[config.mk]
export PLATFORM = sky130hd
export DESIGN_NAME = pipe_stage_skid
export DESIGN_NICKNAME = d
export VERILOG_FILES = /design/src/rtl/pipe_stage_skid.sv
export SDC_FILE = /design/constraint.sdc
export NUM_CORES = 1
export LEC_CHECK = 0
export BUFFER_PORTS_ARGS = -buffer_cell sky130_fd_sc_hd__buf_2
export CAP_MARGIN = 0
export CORE_AREA = 2 2 223 225
export CTS_CLUSTER_DIAMETER = 80
export CTS_CLUSTER_SIZE = 28
export DETAILED_ROUTE_END_ITERATION = 10
export DIE_AREA = 0 0 225 227
export PLACE_DENSITY = 0.68
export SKIP_CTS_REPAIR_TIMING = 1
export SYNTH_ARGS = -nofsm -noshare
export SYNTH_HDL_FRONTEND = slang
export SYNTH_SLANG_ARGS = --single-unit
[constraint.sdc]
create_clock -name clk -period 41 [get_ports clk]
set_input_delay 6.15 -clock clk [delete_from_list [all_inputs] [get_ports clk]]
set_output_delay 6.15 -clock clk [all_outputs]
set_load 0.05 [all_outputs]
[src/rtl/pipe_stage_skid.sv]
// Pipeline stage register with valid/ready handshake and a two-entry skid buffer.
// The head entry (main) feeds the outputs directly; the skid entry catches the one
// beat that can arrive in the cycle after downstream stalls. in_ready is registered,
// so no combinational path runs from out_ready back to the upstream stage.
// Control and data travel on separate buses so that bubbles and flushes only need
// to clear control. Datapath storage is left alone unless CLEAR_DATA is set.

module pipe_stage_skid #(
    parameter int CTRL_W     = 8,
    parameter int DATA_W     = 276,
    parameter bit CLEAR_DATA = 1'b0
) (
    input  logic              clk,
    input  logic              reset,
    input  logic              flush,
    input  logic              in_valid,
    output logic              in_ready,
    input  logic [CTRL_W-1:0] in_ctrl,
    input  logic [DATA_W-1:0] in_data,
    output logic              out_valid,
    input  logic              out_ready,
    output logic [CTRL_W-1:0] out_ctrl,
    output logic [DATA_W-1:0] out_data,
    output logic [1:0]        occupancy
);

    // The encoding doubles as the occupancy count.
    typedef enum logic [1:0] {
        ST_EMPTY = 2'd0,
        ST_ONE   = 2'd1,
        ST_FULL  = 2'd2
    } state_t;

    state_t              state_q, state_d;
    logic                in_ready_q, in_ready_d;
    logic [CTRL_W-1:0]   main_ctrl_q, main_ctrl_d;
    logic [DATA_W-1:0]   main_data_q, main_data_d;
    logic [CTRL_W-1:0]   skid_ctrl_q, skid_ctrl_d;
    logic [DATA_W-1:0]   skid_data_q, skid_data_d;

    logic                accept;
    logic                drain;

    assign accept = in_valid & in_ready_q;
    assign drain  = out_valid & out_ready;

    // Register the occupancy state and the precomputed upstream ready.
    always_ff @(posedge clk) begin
        state_q    <= state_d;
        in_ready_q <= in_ready_d;
    end

    // Register the head and skid entries.
    always_ff @(posedge clk) begin
        main_ctrl_q <= main_ctrl_d;
        main_data_q <= main_data_d;
        skid_ctrl_q <= skid_ctrl_d;
        skid_data_q <= skid_data_d;
    end

    // Next occupancy. Reset wins over flush, and both empty the stage.
    always_comb begin
        state_d = state_q;
        if (reset || flush) begin
            state_d = ST_EMPTY;
        end else begin
            case (state_q)
                ST_EMPTY: if (accept) state_d = ST_ONE;
                ST_ONE: begin
                    if (accept && !drain)      state_d = ST_FULL;
                    else if (!accept && drain) state_d = ST_EMPTY;
                end
                ST_FULL:  if (drain) state_d = ST_ONE;
                default:  state_d = ST_EMPTY;
            endcase
        end
        in_ready_d = (state_d != ST_FULL);
    end

    // Load the entries. Only control is cleared on reset/flush; data follows CLEAR_DATA.
    always_comb begin
        main_ctrl_d = main_ctrl_q;
        main_data_d = main_data_q;
        skid_ctrl_d = skid_ctrl_q;
        skid_data_d = skid_data_q;
        if (reset || flush) begin
            main_ctrl_d = '0;
            skid_ctrl_d = '0;
            if (CLEAR_DATA) begin
                main_data_d = '0;
                skid_data_d = '0;
            end
        end else begin
            case (state_q)
                ST_EMPTY: begin
                    if (accept) begin
                        main_ctrl_d = in_ctrl;
                        main_data_d = in_data;
                    end
                end
                ST_ONE: begin
                    if (accept && drain) begin
                        main_ctrl_d = in_ctrl;
                        main_data_d = in_data;
                    end else if (accept) begin
                        skid_ctrl_d = in_ctrl;
                        skid_data_d = in_data;
                    end
                end
                ST_FULL: begin
                    if (drain) begin
                        main_ctrl_d = skid_ctrl_q;
                        main_data_d = skid_data_q;
                    end
                end
                default: begin
                end
            endcase
        end
    end

    // Outputs. Control is forced to zero in bubbles so downstream sees a NOP.
    always_comb begin
        out_valid = (state_q != ST_EMPTY);
        out_ctrl  = out_valid ? main_ctrl_q : '0;
        out_data  = main_data_q;
        occupancy = state_q;
        in_ready  = in_ready_q;
    end

endmodule

==> Word level (Yosys, flattened, before mapping) <==
Cells that the tools add are included.
Widths: inputs -> output; s select.
{ "totals": {"register_bits": 571} }
{ "classes": {"bitwise": 4, "eq_ne": 6, "n_reduce_logical": 13, "muxes": 15} }
{ "ops": {"columns": ["op", "n"], "rows": [
  ["$mux 276", 3],
  ["$pmux 276 s3", 1],
  ["$mux 8", 4],
  ["$pmux 8 s3", 1],
  ["$mux 2", 5],
  ["$ne 2x2->1 const B", 4],
  ["$reduce_and 4->1", 2],
  ["$pmux 2 s3", 1],
  ["$reduce_and 5->1", 1],
  ["$logic_and 1x1->1", 3],
  ["$reduce_and 3->1", 1],
  ["$reduce_bool 3->1", 1],
  ["$and 1x1->1", 2],
  ["$eq 2x1->1 const B", 1],
  ["$eq 2x2->1 const B", 1],
  ["$logic_not 1->1", 2],
  ["$logic_not 2->1", 1],
  ["$not 1->1", 2],
  ["$reduce_bool 2->1", 1],
  ["$logic_or 1x1->1", 1]
]} }

==> Depth between registers and ports, before layout <==
{ "logic_depth": {"ltp_word": 8, "ltp_mapped": 6} }

==> Least setup slack after synthesis <==
No wires, ideal clock.
{ "synth_path": {"path_type": "input-to-reg", "startpoint": "input port flush", "endpoint": "register main_data_q[0] (netlist: out_data[0]) (enable)", "path_slack_ns": 20.071, "path_buffers": 1, "stages": 3, "arrival_time_ns": 19.924, "required_time_ns": 39.995, "setup_ns": 1.005, "path_cell_list": "or2_2 > clkbuf_1 > a21oi_1"} }
{ "synth_via": {"elab_chain_cells": 3} }
{ "synth_rtl": {"columns": ["element", "line_no", "source"], "rows": [
  ["from (decl)", "15", "input logic flush,"],
  ["$logic_or 1x1->1", "86", "if (reset || flush) begin"],
  ["$not 1->1 (no source line)", null, null],
  ["$reduce_and 5->1 (no source line)", null, null],
  ["to (signal assigned)", "56", "main_data_q <= main_data_d;"],
  ["to (decl)", "37", "logic [DATA_W-1:0] main_data_q, main_data_d;"]
]} }
Every way passes these cells.
A chain may end at the register's enable or synchronous reset.

==> Final worst setup path <==
{ "layout_path": {"startpoint": "input port in_valid", "endpoint": "register skid_data_q[141] (enable)"} }
{ "layout_via": {"elab_chain_cells": 4} }
{ "layout_rtl": {"columns": ["element", "line_no", "source"], "rows": [
  ["from (decl)", "16", "input logic in_valid,"],
  ["$and 1x1->1 (*)", "44", "assign accept = in_valid & in_ready_q;"],
  ["$logic_and 1x1->1", "102", "if (accept && drain) begin"],
  ["$not 1->1 (no source line)", null, null],
  ["$reduce_and 4->1 (no source line) (*)", null, null],
  ["to (signal assigned)", "58", "skid_data_q <= skid_data_d;"],
  ["to (decl)", "39", "logic [DATA_W-1:0] skid_data_q, skid_data_d;"]
]} }
Mark *: on every way between the ends. The rest lies on a longest branch, timed or not.

==> flow_summary_export.csv <==
group,metric,value,unit
run_status,status,"finished clean",
clock_network,cts_buffer_depth,3,
clock_network,clock_latency,0.60,ns
timing,setup_viol,0,
global_route,grt_pass1_vias,13000,
cells_and_area,nFillCells,4179,
min_path,hold_depth,2,
timing,layout_min_cycle_time,9.37,ns
clock_network,path_clk_slew,0.11,ns
routing,routed_wl,50.3,mm
global_route,top_usage_layer,"met2",
global_route,grt_start_max_net_pins,186,
placement,pre_cts_slack,31.03,ns
synthesis,yosysTopAreaCell,"edfxtp_1",
min_path,hp-start,"skid_data_q[243]$_DFFE_PP_",
global_route,grt_util_met1,23.8,%
synthesis,yosys-top-cells-area,"edfxtp_1 (79%), nand2_1 (15%), dfxtp_1 (1.8%), buf_2 (1.4%), mux2i_1 (0.77%)",
timing,finalClockSkew,0.0275,ns
setup_path,critPathArrivalTime,9.59,ns
floorplanning,coreArea,48500,µm²
cells_and_area,layout-drive-gt1-share,30.8,%
synthesis,synth_top_area_share,79.3,%
timing,final-hold-violation-count,0,
synthesis,synth_cell_types,25,
timing,drv_slew,0,
setup_path,ff2ff_setup_slack,36.88,ns
placement,portBuffers,576,
routing,via_count,13200,
timing,max_freq,107,MHz
timing,tightest_slew,1.25,ns
cells_and_area,seq_area,17000,µm²
min_path,hold_class,"register to register",
setup_path,r2r_cells,5,
timing,finalCritPeriodShare,22.8,%
routing,first_pass_iters,5,
synthesis,netlist_area,20900,µm²
timing,grt_setup_unrepaired,"false",
setup_path,critPathKind,"input port to register",
placement,gp_congestion,0.815,
placement,dp.cells,2678,
setup_path,worstReg2RegEnd,"skid_data_q[141]$_DFFE_PP_",
global_route,grt_use_met3,4.87,%
setup_path,crit_required,41.22,ns
global_route,grt_pass1_wl,74.4,mm
synthesis,syn_area_per_cell,13.6,µm²
floorplanning,start_util,43.0,%
global_route,grt_use_total,18.8,%
power_and_ir_drop,ir_drop,0.0323,mV
floorplanning,die_w,225,µm
clock_network,clock_sinks,571,
routing,wire_per_inst,18.3,µm
timing,setup_slack,31.63,ns
timing,relSlewSlack,16.3,%
routing,drc,0,
clock_network,htree_levels,1,
clock_network,cts_tree,"built",
power_and_ir_drop,leakagePower,10.6,nW
synthesis,synthCells,1535,
floorplanning,fp.dieH,227,µm
cells_and_area,fin_cells,2747,
run,cap_violations,0,
synthesis,ys_ff_latch,571,
setup_path,end_kind,"register",
global_route,grt_use_met2,31.7,%
setup_path,worstPathMaxFanout,76,
power_and_ir_drop,power_density,43.5,nW/µm²
synthesis,yosysSeqAreaShare,81.1,%
floorplanning,fp.dieArea,51100,µm²
global_route,overflow,0,
synthesis,yosys_warnings,0,
setup_path,r2r_start,"in_ready$_DFF_P_",
floorplanning,std_cell_rows,81,
cells_and_area,final_nets,2378,
timing,setup_tns,0,ns
routing,vias_per_cell,4.79,
setup_path,cp-start-kind,"input port",
floorplanning,io_pins,577,
cells_and_area,area_delta_synth_final,21.9,%
synthesis,syn_nets,1824,
routing,drtIter0Drc,995,
placement,dp_hpwl,33.9,mm
global_route,antenna_found_initial,20,
clock_network,clock-root-buffer,"clkbuf_16",
min_path,hold_end,"out_data[243]$_DFFE_PP_",
clock_network,cts-buffers-inserted,31,
routing,antenna_left,0,
cells_and_area,multi_input_area,3630,µm²
## cell type report
class | count | area share [%]
Antenna cell | 13 | 0.128
Sequential cell | 571 | 66.6
Tap cell | 622 | 3.06
Timing Repair Buffer | 589 | 11.7
Clock buffer | 35 | 3.14
Multi-Input combinational cell | 896 | 14.3
Clock inverter | 21 | 1.10
## through the flow
step	power, mW	cell area (µm²)	hold slack, ns	utilization [%]
final	1.11	25500	0.487	52.5
after CTS	1.12	25400	0.494	52.4
after global placement	0.759	24400	0.472	50.2
after global routing	1.15	25500	0.526	52.4
after floorplan	0.733	20900	0.460	-
after detailed placement	0.761	24400	0.483	50.2
## worst max-delay path by stage
stage / slack (ns) / from / depth (start not counted) / end
2_1_floorplan: 20.07 / flush / 3 / out_data[0]$_DFFE_PP_
3_3_place_gp: 31.06 / in_valid / 6 / skid_data_q[140]$_DFFE_PP_
3_5_place_dp: 31.03 / in_valid / 6 / skid_data_q[140]$_DFFE_PP_
4_1_cts: 31.63 / in_valid / 6 / skid_data_q[104]$_DFFE_PP_
5_1_grt: 31.43 / in_valid / 6 / skid_data_q[236]$_DFFE_PP_
6_report: 31.63 / in_valid / 6 / skid_data_q[141]$_DFFE_PP_
## per-layer routing
layer | vias up | share of wire, % | wire length (µm)
li1 | 6324 | - | -
met1 | 6329 | 40 | 20400
met2 | 420 | 50 | 25000
met3 | 83 | 7.0 | 3530
met4 | 14 | 2.6 | 1290
met5 | - | 0.18 | 90
## where the power goes
part | internal (mW) | total (mW) | switching, mW
Combinational | 0.0236 | 0.0893 | 0.0656
Clock | 0.159 | 0.360 | 0.202
Sequential | 0.654 | 0.658 | 0.00370
Total | 0.836 | 1.11 | 0.271
## registers in the layout (all words and copies together), names as in the netlist
register     flops
skid_ctrl_q      8
out_data       276
occupancy        2
skid_data_q    276
in_ready         1
main_ctrl_q      8
## cells by family (layout without fill, tap and decap cells)
family	count (synthesis)	after routing	synth area share, %
AOI/OAI and AO/OA	15	15	0.635
buffers and inverters	68	645	1.66
DFF	571	571	81.1
muxes	16	16	0.766
other	0	13	0
and+or+nand+nor	865	865	15.8
## cells in the mapped netlist
cell        n
a211o_1     1
a211oi_1    7
a211oi_2    2
a21o_1      1
a21oi_1     2
and2_1      8
buf_2      59
buf_4       1
buf_6       2
clkbuf_1    6
dfxtp_1    19
edfxtp_1  552
mux2i_1    16
nand2_1   830
nand2b_1    1
nand3_1     1
nand3b_1    2
nand4b_1    1
nor2_1     17
nor2b_1     2
nor4b_1     1
o211ai_4    1
o21a_1      1
or2_2       1
or2_4       1
## worst max-delay path, stage by stage
cell and delay [ns]:
buf_2 0.10, nand2_1 0.15, nor4b_2 1.05, nor2b_4 0.32, buf_4 0.76, buf_4 0.91
## layout by cell type, fill, tap and decap left out, drive strengths merged, types with 10 or more instances in the layout
cell type	instances
nand2	830
buf	589
clkinv	10
dfxtp	19
mux2i	16
diode	13
clkbuf	35
nor2	17
edfxtp	552
Note: power is estimated with default switching activity, not from simulation.
